[src/rtl/apb_rr_arbiter.sv]
// apb_rr_arbiter
//   Shares one downstream APB slave among NREQ upstream APB requesters using
//   round-robin arbitration. The winning request is registered and replayed
//   downstream as a full SETUP/ACCESS sequence. The requester then gets a
//   one-cycle PREADY pulse in the DONE state.
//
// Ports
//   clk, reset_n      clock and asynchronous active-low reset
//   req_PADDR         packed upstream addresses, requester i at [i*AWIDTH +: AWIDTH]
//   req_PSEL          per-requester select (the only sequencing input)
//   req_PENABLE       per-requester enable, accepted but not used
//   req_PWRITE        per-requester write flag
//   req_PWDATA        packed upstream write data, requester i at [i*32 +: 32]
//   req_PREADY        per-requester completion pulse
//   req_PRDATA        shared read data, valid while any req_PREADY bit is set
//   out_*             downstream APB master port
//   grant             index of the current or most recent winner
//   busy              high whenever the FSM is not IDLE
module apb_rr_arbiter #(
  parameter int AWIDTH = 12,
  parameter int NREQ   = 2,
  localparam int GW    = (NREQ > 1) ? $clog2(NREQ) : 1
) (
  input  logic                   clk,
  input  logic                   reset_n,
  input  logic [NREQ*AWIDTH-1:0] req_PADDR,
  input  logic [NREQ-1:0]        req_PSEL,
  input  logic [NREQ-1:0]        req_PENABLE,
  input  logic [NREQ-1:0]        req_PWRITE,
  input  logic [NREQ*32-1:0]     req_PWDATA,
  output logic [NREQ-1:0]        req_PREADY,
  output logic [31:0]            req_PRDATA,
  output logic [AWIDTH-1:0]      out_PADDR,
  output logic                   out_PSEL,
  output logic                   out_PENABLE,
  input  logic                   out_PREADY,
  output logic                   out_PWRITE,
  output logic [31:0]            out_PWDATA,
  input  logic [31:0]            out_PRDATA,
  output logic [GW-1:0]          grant,
  output logic                   busy
);

  typedef enum logic [1:0] {IDLE, SETUP, ACCESS, DONE} state_t;

  state_t state, state_nx;
  logic [GW-1:0] last, last_nx;
  logic [GW-1:0] grant_nx;
  logic [AWIDTH-1:0] paddr_nx;
  logic psel_nx, penable_nx, pwrite_nx, busy_nx;
  logic [31:0] pwdata_nx, prdata_nx;
  logic [NREQ-1:0] pready_nx;

  logic found;
  logic [GW-1:0] winner;
  logic [GW-1:0] scan_idx;
  int idx;

  // PENABLE from requesters carries no information the FSM needs.
  logic unused_penable;
  assign unused_penable = ^req_PENABLE;

  // Unpacked views of the packed request buses.
  logic [AWIDTH-1:0] paddr_arr  [NREQ];
  logic [31:0]       pwdata_arr [NREQ];

  for (genvar g = 0; g < NREQ; g++) begin : g_unpack
    assign paddr_arr[g]  = req_PADDR[g*AWIDTH +: AWIDTH];
    assign pwdata_arr[g] = req_PWDATA[g*32 +: 32];
  end

  // Round-robin scan: last+1, last+2, ... wrapping, first selected wins.
  // The last candidate examined is last itself, so a lone requester can
  // win back to back.
  always_comb begin
    found    = 1'b0;
    winner   = '0;
    scan_idx = '0;
    idx      = 0;
    for (int k = 1; k <= NREQ; k++) begin
      idx = int'(last) + k;
      if (idx >= NREQ) idx = idx - NREQ;
      scan_idx = GW'(idx);
      if (!found && req_PSEL[scan_idx]) begin
        found  = 1'b1;
        winner = scan_idx;
      end
    end
  end

  // Next state and next values of every registered output.
  always_comb begin
    state_nx   = state;
    last_nx    = last;
    grant_nx   = grant;
    paddr_nx   = out_PADDR;
    pwrite_nx  = out_PWRITE;
    pwdata_nx  = out_PWDATA;
    prdata_nx  = req_PRDATA;
    psel_nx    = 1'b0;
    penable_nx = 1'b0;
    pready_nx  = '0;
    case (state)
      IDLE: begin
        if (found) begin
          state_nx  = SETUP;
          last_nx   = winner;
          grant_nx  = winner;
          paddr_nx  = paddr_arr[winner];
          pwrite_nx = req_PWRITE[winner];
          pwdata_nx = pwdata_arr[winner];
          psel_nx   = 1'b1;
        end
      end
      SETUP: begin
        state_nx   = ACCESS;
        psel_nx    = 1'b1;
        penable_nx = 1'b1;
      end
      ACCESS: begin
        psel_nx    = 1'b1;
        penable_nx = 1'b1;
        if (out_PREADY) begin
          state_nx         = DONE;
          psel_nx          = 1'b0;
          penable_nx       = 1'b0;
          pready_nx[grant] = 1'b1;
          // Writes leave the previously returned read data untouched.
          if (!out_PWRITE) prdata_nx = out_PRDATA;
        end
      end
      DONE: begin
        state_nx = IDLE;
      end
      default: begin
        state_nx = IDLE;
      end
    endcase
    busy_nx = (state_nx != IDLE);
  end

  always_ff @(posedge clk or negedge reset_n) begin
    if (!reset_n) begin
      state <= IDLE;
      last  <= GW'(NREQ - 1);
    end else begin
      state <= state_nx;
      last  <= last_nx;
    end
  end

  always_ff @(posedge clk or negedge reset_n) begin
    if (!reset_n) begin
      grant       <= '0;
      out_PADDR   <= '0;
      out_PSEL    <= 1'b0;
      out_PENABLE <= 1'b0;
      out_PWRITE  <= 1'b0;
      out_PWDATA  <= '0;
      req_PREADY  <= '0;
      req_PRDATA  <= '0;
      busy        <= 1'b0;
    end else begin
      grant       <= grant_nx;
      out_PADDR   <= paddr_nx;
      out_PSEL    <= psel_nx;
      out_PENABLE <= penable_nx;
      out_PWRITE  <= pwrite_nx;
      out_PWDATA  <= pwdata_nx;
      req_PREADY  <= pready_nx;
      req_PRDATA  <= prdata_nx;
      busy        <= busy_nx;
    end
  end

endmodule

[config.mk]
export PLATFORM = sky130hd
export DESIGN_NAME = apb_rr_arbiter
export DESIGN_NICKNAME = d
export VERILOG_FILES = /design/src/rtl/apb_rr_arbiter.sv
export SDC_FILE = /design/constraint.sdc
export NUM_CORES = 1
export LEC_CHECK = 0
export ABC_CLOCK_PERIOD_IN_PS = 1800
export CAP_MARGIN = 5
export CORE_ASPECT_RATIO = 0.5
export CORE_UTILIZATION = 35
export DETAILED_ROUTE_END_ITERATION = 8
export PLACE_DENSITY = 0.77
export SYNTH_ARGS = -nofsm -noshare
export SYNTH_HDL_FRONTEND = slang
export SYNTH_SLANG_ARGS = --single-unit
[constraint.sdc]
create_clock -name clk -period 1.8 [get_ports clk]
set_input_delay 0.27 -clock clk [delete_from_list [all_inputs] [get_ports clk]]
set_output_delay 0.27 -clock clk [all_outputs]
set_load 0.02 [all_outputs]
==> results of run 1 <==
==> logic make-up (layout without fill, tap and decap cells) <==
logic type,Yosys count,in the layout,share of synthesized area
AOI/OAI and AO/OA,105,105,0.146
and+or+nand+nor,98,98,0.100
muxes,32,32,0.124
adders and majority gates,5,5,0.0164
DFF,86,86,0.564
buffers and inverters,26,247,0.0489
==> per-layer routing <==
layer / global-route usage / vias up / routed length, um
li1: - / 1618 / -
met1: 0.239 / 1694 / 4630
met2: 0.345 / 90 / 5910
met3: 0.0485 / 22 / 463
met4: 0.0726 / 0 / 233
met5: 0 / - / 0
==> power by group <==
part | total [mW] | leakage [nW] | internal, mW | switching, mW
clock | 2.01 | 0.153 | 1.23 | 0.785
combinational | 5.85 | 1.71 | 3.01 | 2.84
sequential | 3.41 | 1.01 | 2.89 | 0.519
==> worst max-delay path by stage <==
stage | from | end | slack [ps] | cells past startpoint
finish | state[0] | req_PRDATA[28] | 130 | 6
global placement | out_PREADY | req_PRDATA[30] | 40 | 5
floorplan | state[0] | req_PRDATA[10] | 140 | 7
CTS | state[0] | req_PRDATA[28] | 30 | 6
global route | state[1] | out_PWDATA[11] | 60 | 6
detailed placement | out_PREADY | req_PRDATA[28] | 10 | 5
==> synthesized netlist by cell type <==
master and number:
clkbuf_1 1, o21a_1 1, dfrtp_1 85, and3_2 1
buf_2 14, a21boi_4 1, inv_1 3, a21bo_2 1
a31o_2 1, and3_1 1, nor2b_1 1, buf_12 3
or3_1 1, mux2_4 30, a31oi_1 1, a21oi_1 93
mux2_2 2, buf_4 4, o31ai_1 1, nand2_1 46
or2_1 1, o21ai_0 4, dfstp_2 1, buf_6 1
o21ai_1 1, a22o_1 1, ha_1 5, nor2_1 47
==> worst max-delay path, stage by stage, from the launching register on <==
cell,delay (ps)
dfrtp_1,390
inv_1,100
ha_2,230
nand2_1,80
or2_4,270
buf_12,170
mux2_4,300
==> repair_timing <==
| action | 4_1_cts | 5_1_grt |
|---|---|---|
| hold buffers | 1 | 0 |
| setup endpoints to repair | 0 | 32 |
| endpoints found under the hold margin | 24 | 0 |
| gates resized for setup | 0 | 2 |
==> registers in the layout (all words and copies together), names as in the netlist, 2 cells and up <==
register / count
out_PWDATA: 32
req_PRDATA: 32
req_PREADY: 2
state: 2
out_PADDR: 12
==> metrics by stage <==
stage	instances	hold slack, ps	cell area [um^2]	worst slack (ps)
after floorplan	352	-25.6	3810	145
after global placement	696	213	6180	39.6
after detailed placement	696	211	6180	11.1
after CTS	713	392	6510	27.9
after global routing	713	416	6510	58.2
final	713	400	6510	134
==> cell type report <==
| cell class | count | area (um^2) |
|---|---|---|
| Tap cell | 140 | 175 |
| Inverter | 3 | 11.3 |
| Sequential cell | 86 | 2150 |
| Timing Repair Buffer | 228 | 2360 |
| Fill cell | 843 | 3900 |
| Clock buffer | 10 | 229 |
| Clock inverter | 6 | 93.8 |
| Multi-Input combinational cell | 240 | 1490 |
==> impl_metrics.env, run 1 <==
export IMPL_ant_nets=0
export IMPL_grt_ovfl_total=0
export IMPL_cts_reportedPaths_clkPinSlew_ps=70
export IMPL_grt_pass1_vias=3319
export IMPL_io_buffer_count=209
export IMPL_outcome="complete, no violations"
export IMPL_nNetsFinal=702
export IMPL_start_util=0.366
export IMPL_tightest_slew_ps=413
export IMPL_htree_levels=3
export IMPL_firstDrtPassIters=4
export IMPL_ir_worst_vdd_uv=650
export IMPL_drv_slew=0
export IMPL_dieArea_um2=11300
export IMPL_grt_first_pass_wirelength_um=16900
export IMPL_hpwlAfterDp_um=8320
export IMPL_vias_per_cell=4.80
export IMPL_final_hold_violation_count=0
export IMPL_first_iter_violations=129
export IMPL_clk_latency_ps=340
export IMPL_drc=0
export IMPL_clock_sinks=86
export IMPL_netlist_area_um2=3810
export IMPL_cts_root_buffer="clkbuf_16"
export IMPL_final_cell_mix="clkdlybuf4s50_1 (208), a21oi_1 (93), dfrtp_1 (85)"
export IMPL_maxCapViolCount=0
export IMPL_relSlewSlack=0.724
export IMPL_timing_setup_tns_ps=0
export IMPL_ff2ff_setup_slack_ps=130
export IMPL_r2r_end="req_PRDATA[28]"
export IMPL_endpoint_kind="register"
export IMPL_io_pins=212
export IMPL_power_leakage_nw=2.88
export IMPL_syn_to_final_growth_pct=70.7
export IMPL_min_period_over_period=0.926
export IMPL_period_needed_ps=1670
export IMPL_synth_top_area_cell="dfrtp_1"
export IMPL_synthTopCellsByArea="dfrtp_1 (56%), a21oi_1 (12%), mux2_4 (12%)"
export IMPL_diodes=0
export IMPL_synth_seq_area_share=0.564
export IMPL_critical_path_required_ps=2020
export IMPL_cts_path_max_buffers=2
export IMPL_crit_fanout=15
export IMPL_wl_per_cell_um=15.8
export IMPL_reg2reg_from="state[0]"
export IMPL_p_total_mw=11.3
export IMPL_cp_start_kind="register"
export IMPL_wl_um=11200
export IMPL_holdCritPathClass="in2async"
export IMPL_num_vias=3424
export IMPL_rows=26
export IMPL_grt_usage=0.196
export IMPL_core_um2=10400
export IMPL_yosysTopAreaCellShare=0.558
export IMPL_final_util=0.626
export IMPL_syn_inst=352
export IMPL_setup_viol=0
export IMPL_grt_start_max_net_pins=38
export IMPL_layout_drive_gt1_share=0.129
export IMPL_gp_congestion=0.779
export IMPL_syn_area_per_cell_um2=10.8
export IMPL_antenna_found_initial=0
export IMPL_grt_setup_unrepaired="no"
export IMPL_die_y_um=75.8
export IMPL_cts_buffers=9
export IMPL_yosysUniqueCellTypes=28
export IMPL_final_common_cell="clkdlybuf4s50_1"
export IMPL_cts_tree="done"
export IMPL_cts_setup_buffers=0
export IMPL_r2r_cells=6
export IMPL_critical_path_class="reg2reg"
export IMPL_worst_clock_skew_ps=10.5
export IMPL_ys_seq_elements=86
export IMPL_powerDensity_nw_per_um2=1730
export IMPL_yosysWarnings=0
export IMPL_synth_nets=486
export IMPL_die_w_um=150
export IMPL_cp_arrival_ps=1890
export IMPL_max_freq_mhz=600
(Power assumes the default switching activity.)
==> run 2: changes to the inputs <==
--- a/config.mk
+++ b/config.mk
@@ -6,10 +6,12 @@
 export NUM_CORES = 1
 export LEC_CHECK = 0
+export ABC_AREA = 1
 export ABC_CLOCK_PERIOD_IN_PS = 1800
 export CAP_MARGIN = 5
 export CORE_ASPECT_RATIO = 0.5
-export CORE_UTILIZATION = 35
+export CORE_UTILIZATION = 37
+export CTS_CLUSTER_SIZE = 24
 export DETAILED_ROUTE_END_ITERATION = 8
-export PLACE_DENSITY = 0.77
+export PLACE_DENSITY = 0.78
 export SYNTH_ARGS = -nofsm -noshare
 export SYNTH_HDL_FRONTEND = slang
==> constraint.sdc (replaced) <==
create_clock -name clk -period 1.8 [get_ports clk]
set_input_delay 0.27 -clock clk [delete_from_list [all_inputs] [get_ports clk]]
set_output_delay 0.27 -clock clk [all_outputs]
set_load 0.1 [all_outputs]
==> impl_metrics.env, run 2 <==
export IMPL_outcome="complete, no violations"
export IMPL_diodes=0
export IMPL_ff2ff_setup_slack_ps=90
export IMPL_setup_viol=0
export IMPL_critical_path_class="reg2reg"
export IMPL_drv_slew=0
export IMPL_rows=27
export IMPL_num_vias=3993
export IMPL_cts_tree="done"
export IMPL_wl_per_cell_um=12.9
export IMPL_io_pins=212
export IMPL_synth_edf_count=0
export IMPL_ant_nets=0
export IMPL_relSlewSlack=0.661
export IMPL_syn_area_per_cell_um2=8.09
export IMPL_grt_ovfl_total=0
export IMPL_die_w_um=153
export IMPL_synth_most_common_cell="nand2_1"
export IMPL_grt_first_pass_wirelength_um=18600
export IMPL_hold_worst_slack_ps=386
export IMPL_vias_per_cell=4.56
export IMPL_critPathCapture="req_PRDATA[10]"
export IMPL_first_iter_violations=181
export IMPL_layout_drive_gt1_share=0.212
export IMPL_cp_start_kind="register"
export IMPL_cts_root_buffer="clkbuf_16"
export IMPL_max_freq_mhz=585
export IMPL_antenna_found_initial=0
export IMPL_cts_buffers=9
export IMPL_cp_arrival_ps=1920
export IMPL_nNetsFinal=860
export IMPL_r2r_end="req_PRDATA[10]"
export IMPL_endpoint_kind="register"
export IMPL_crit_fanout=64
export IMPL_design_area_um2=6610
export IMPL_hpwlAfterDp_um=8220
export IMPL_firstDrtPassIters=4
export IMPL_synthTopCellsByCount="nand2_1 (228), dfrtp_1 (85), inv_1 (52), nand3_1 (49), o21ai_2 (32)"
export IMPL_yosysUniqueCellTypes=20
export IMPL_clock_sinks=86
export IMPL_synthFlopType="dfrtp_1"
export IMPL_min_period_over_period=0.949
export IMPL_critical_path_required_ps=2020
export IMPL_final_common_cell="nand2_1"
export IMPL_reg2reg_from="state[0]"
export IMPL_yosysTopAreaCellShare=0.502
export IMPL_place_inst=859
export IMPL_drc=0
export IMPL_final_util=0.597
export IMPL_grt_pass1_vias=3847
export IMPL_syn_inst=524
export IMPL_cts_path_max_buffers=2
export IMPL_placed_cell_area_um2=6250
export IMPL_maxCapViolCount=0
export IMPL_synth_seq_area_share=0.508
export IMPL_final_cell_mix="nand2_1 (228), clkdlybuf4s50_1 (124), buf_4 (90)"
export IMPL_r2r_cells=7
export IMPL_holdCritPathClass="in2reg"
export IMPL_ys_seq_elements=86
export IMPL_gp_congestion=0.791
export IMPL_cts_reportedPaths_clkPinSlew_ps=60
export IMPL_grt_setup_unrepaired="no"
export IMPL_htree_levels=3
export IMPL_synth_top_area_cell="dfrtp_1"
export IMPL_yosysWarnings=0
export IMPL_netlist_area_um2=4240
export IMPL_worst_clock_skew_ps=6.80
export IMPL_io_buffer_count=209
export IMPL_cts_setup_buffers=0
export IMPL_cp_cell_sequence="inv_2 > ha_2 > nand2_2 > or2_2 > buf_12 > nand2_1 > o21ai_2"
export IMPL_cp_slowest_cell="dfrtp_1"
export IMPL_grt_start_max_net_pins=65
export IMPL_async_flop_share=1.00
export IMPL_synthTopCellsByArea="dfrtp_1 (50%), nand2_1 (20%), o21ai_2 (6.6%)"
export IMPL_die_y_um=77.7
export IMPL_wl_um=11300
export IMPL_crit_start="state[0]"
export IMPL_period_needed_ps=1710
export IMPL_synth_nets=658
export IMPL_clk_latency_ps=330
export IMPL_dieArea_um2=11900
export IMPL_final_hold_violation_count=0
export IMPL_nFillCells=992
export IMPL_syn_to_final_growth_pct=56.1
export IMPL_reg_top3="out_PWDATA x32, req_PRDATA x32, out_PADDR x12"
export IMPL_slowest_delay_ps=440
export IMPL_final_cell_count_no_fill=875
export IMPL_grt_usage=0.197
export IMPL_core_um2=11100
export IMPL_tightest_slew_ps=509
export IMPL_hold_depth=5
export IMPL_start_util=0.382
[run 2: changes by cell type after synthesis, sizes merged, moves of 3 or more]
| cell | delta |
|---|---|
| mux2 | -32 |
| nor2 | -42 |
| a21oi | -79 |
| nand3 | +49 |
| clkbuf | +3 |
| buf | +7 |
| o21ai | +41 |
| inv | +50 |
| nand2 | +185 |
[run 2: worst min-delay path by stage]
stage / startpoint / endpoint / slack (ps)
2_1_floorplan: reset_n / busy / -30
3_3_place_gp: reset_n / req_PRDATA[27] / 240
3_5_place_dp: reset_n / req_PRDATA[27] / 240
4_1_cts: req_PSEL[1] / state[1] / 380
5_1_grt: req_PSEL[1] / state[1] / 400
6_report: req_PSEL[1] / state[1] / 390
[run 2: logic make-up (layout without fill, tap and decap cells)]
group | Yosys count | count (layout) | share of synthesized area
buffers and inverters | 86 | 292 | 0.102
AOI/OAI and AO/OA | 60 | 60 | 0.0992
and+or+nand+nor | 287 | 287 | 0.276
adders and majority gates | 5 | 5 | 0.0148
DFF | 86 | 86 | 0.508
[run 2: what timing repair did]
item                                    CTS  global route
endpoints found under the setup margin   39            36
resized for setup                         2             4
cloned                                    0             0
endpoints found under the hold margin    27             0
hold buffers                              1             0
[run 2: routing by layer]
metal | vias up | track usage | part of all wire
met3 | 25 | 0.0469 | 0.047
met4 | 0 | 0.0760 | 0.025
met5 | - | 0 | 0
met1 | 1834 | 0.234 | 0.43
met2 | 116 | 0.347 | 0.50
li1 | 2018 | - | -
[run 2: metrics by stage]
stage | setup TNS [ps] | setup WS [ps]
global route | 0 | 15.8
floorplan | 0 | 181
CTS | 0 | 56.6
detailed placement | -1270 | -62.9
global placement | -689 | -38.0
finish | 0 | 91.4
[run 2: critical path: cells and delay by family (launching register included)]
kind / cells / cell delay, ps
adders and majority gates: 1 / 210
and+or+nand+nor: 3 / 510
AOI/OAI and AO/OA: 1 / 50
buffers and inverters: 2 / 320
DFF: 1 / 440
[run 2: final cells by class]
class / count / area [um^2] / share of cell area
flip-flops and latches: 86 / 2150 / 0.326
repair buffers: 224 / 2090 / 0.316
multi-input cells: 352 / 1650 / 0.250
clock buffers: 11 / 243 / 0.0367
inverters: 53 / 201 / 0.0305
well taps: 145 / 181 / 0.0274
clock inverters: 4 / 95.1 / 0.0144
Power of run 2 is not shown: default switching activity piles up to over one toggle a cycle in this logic, so the estimate is an artifact.
==> run 3: changes to the inputs <==
Settings changed: CAP_MARGIN 5 to 20.
==> results of run 3 <==
Final layout, timing and power as in run 2 (identical DEF).
Power of run 3 is left out for the same reason.
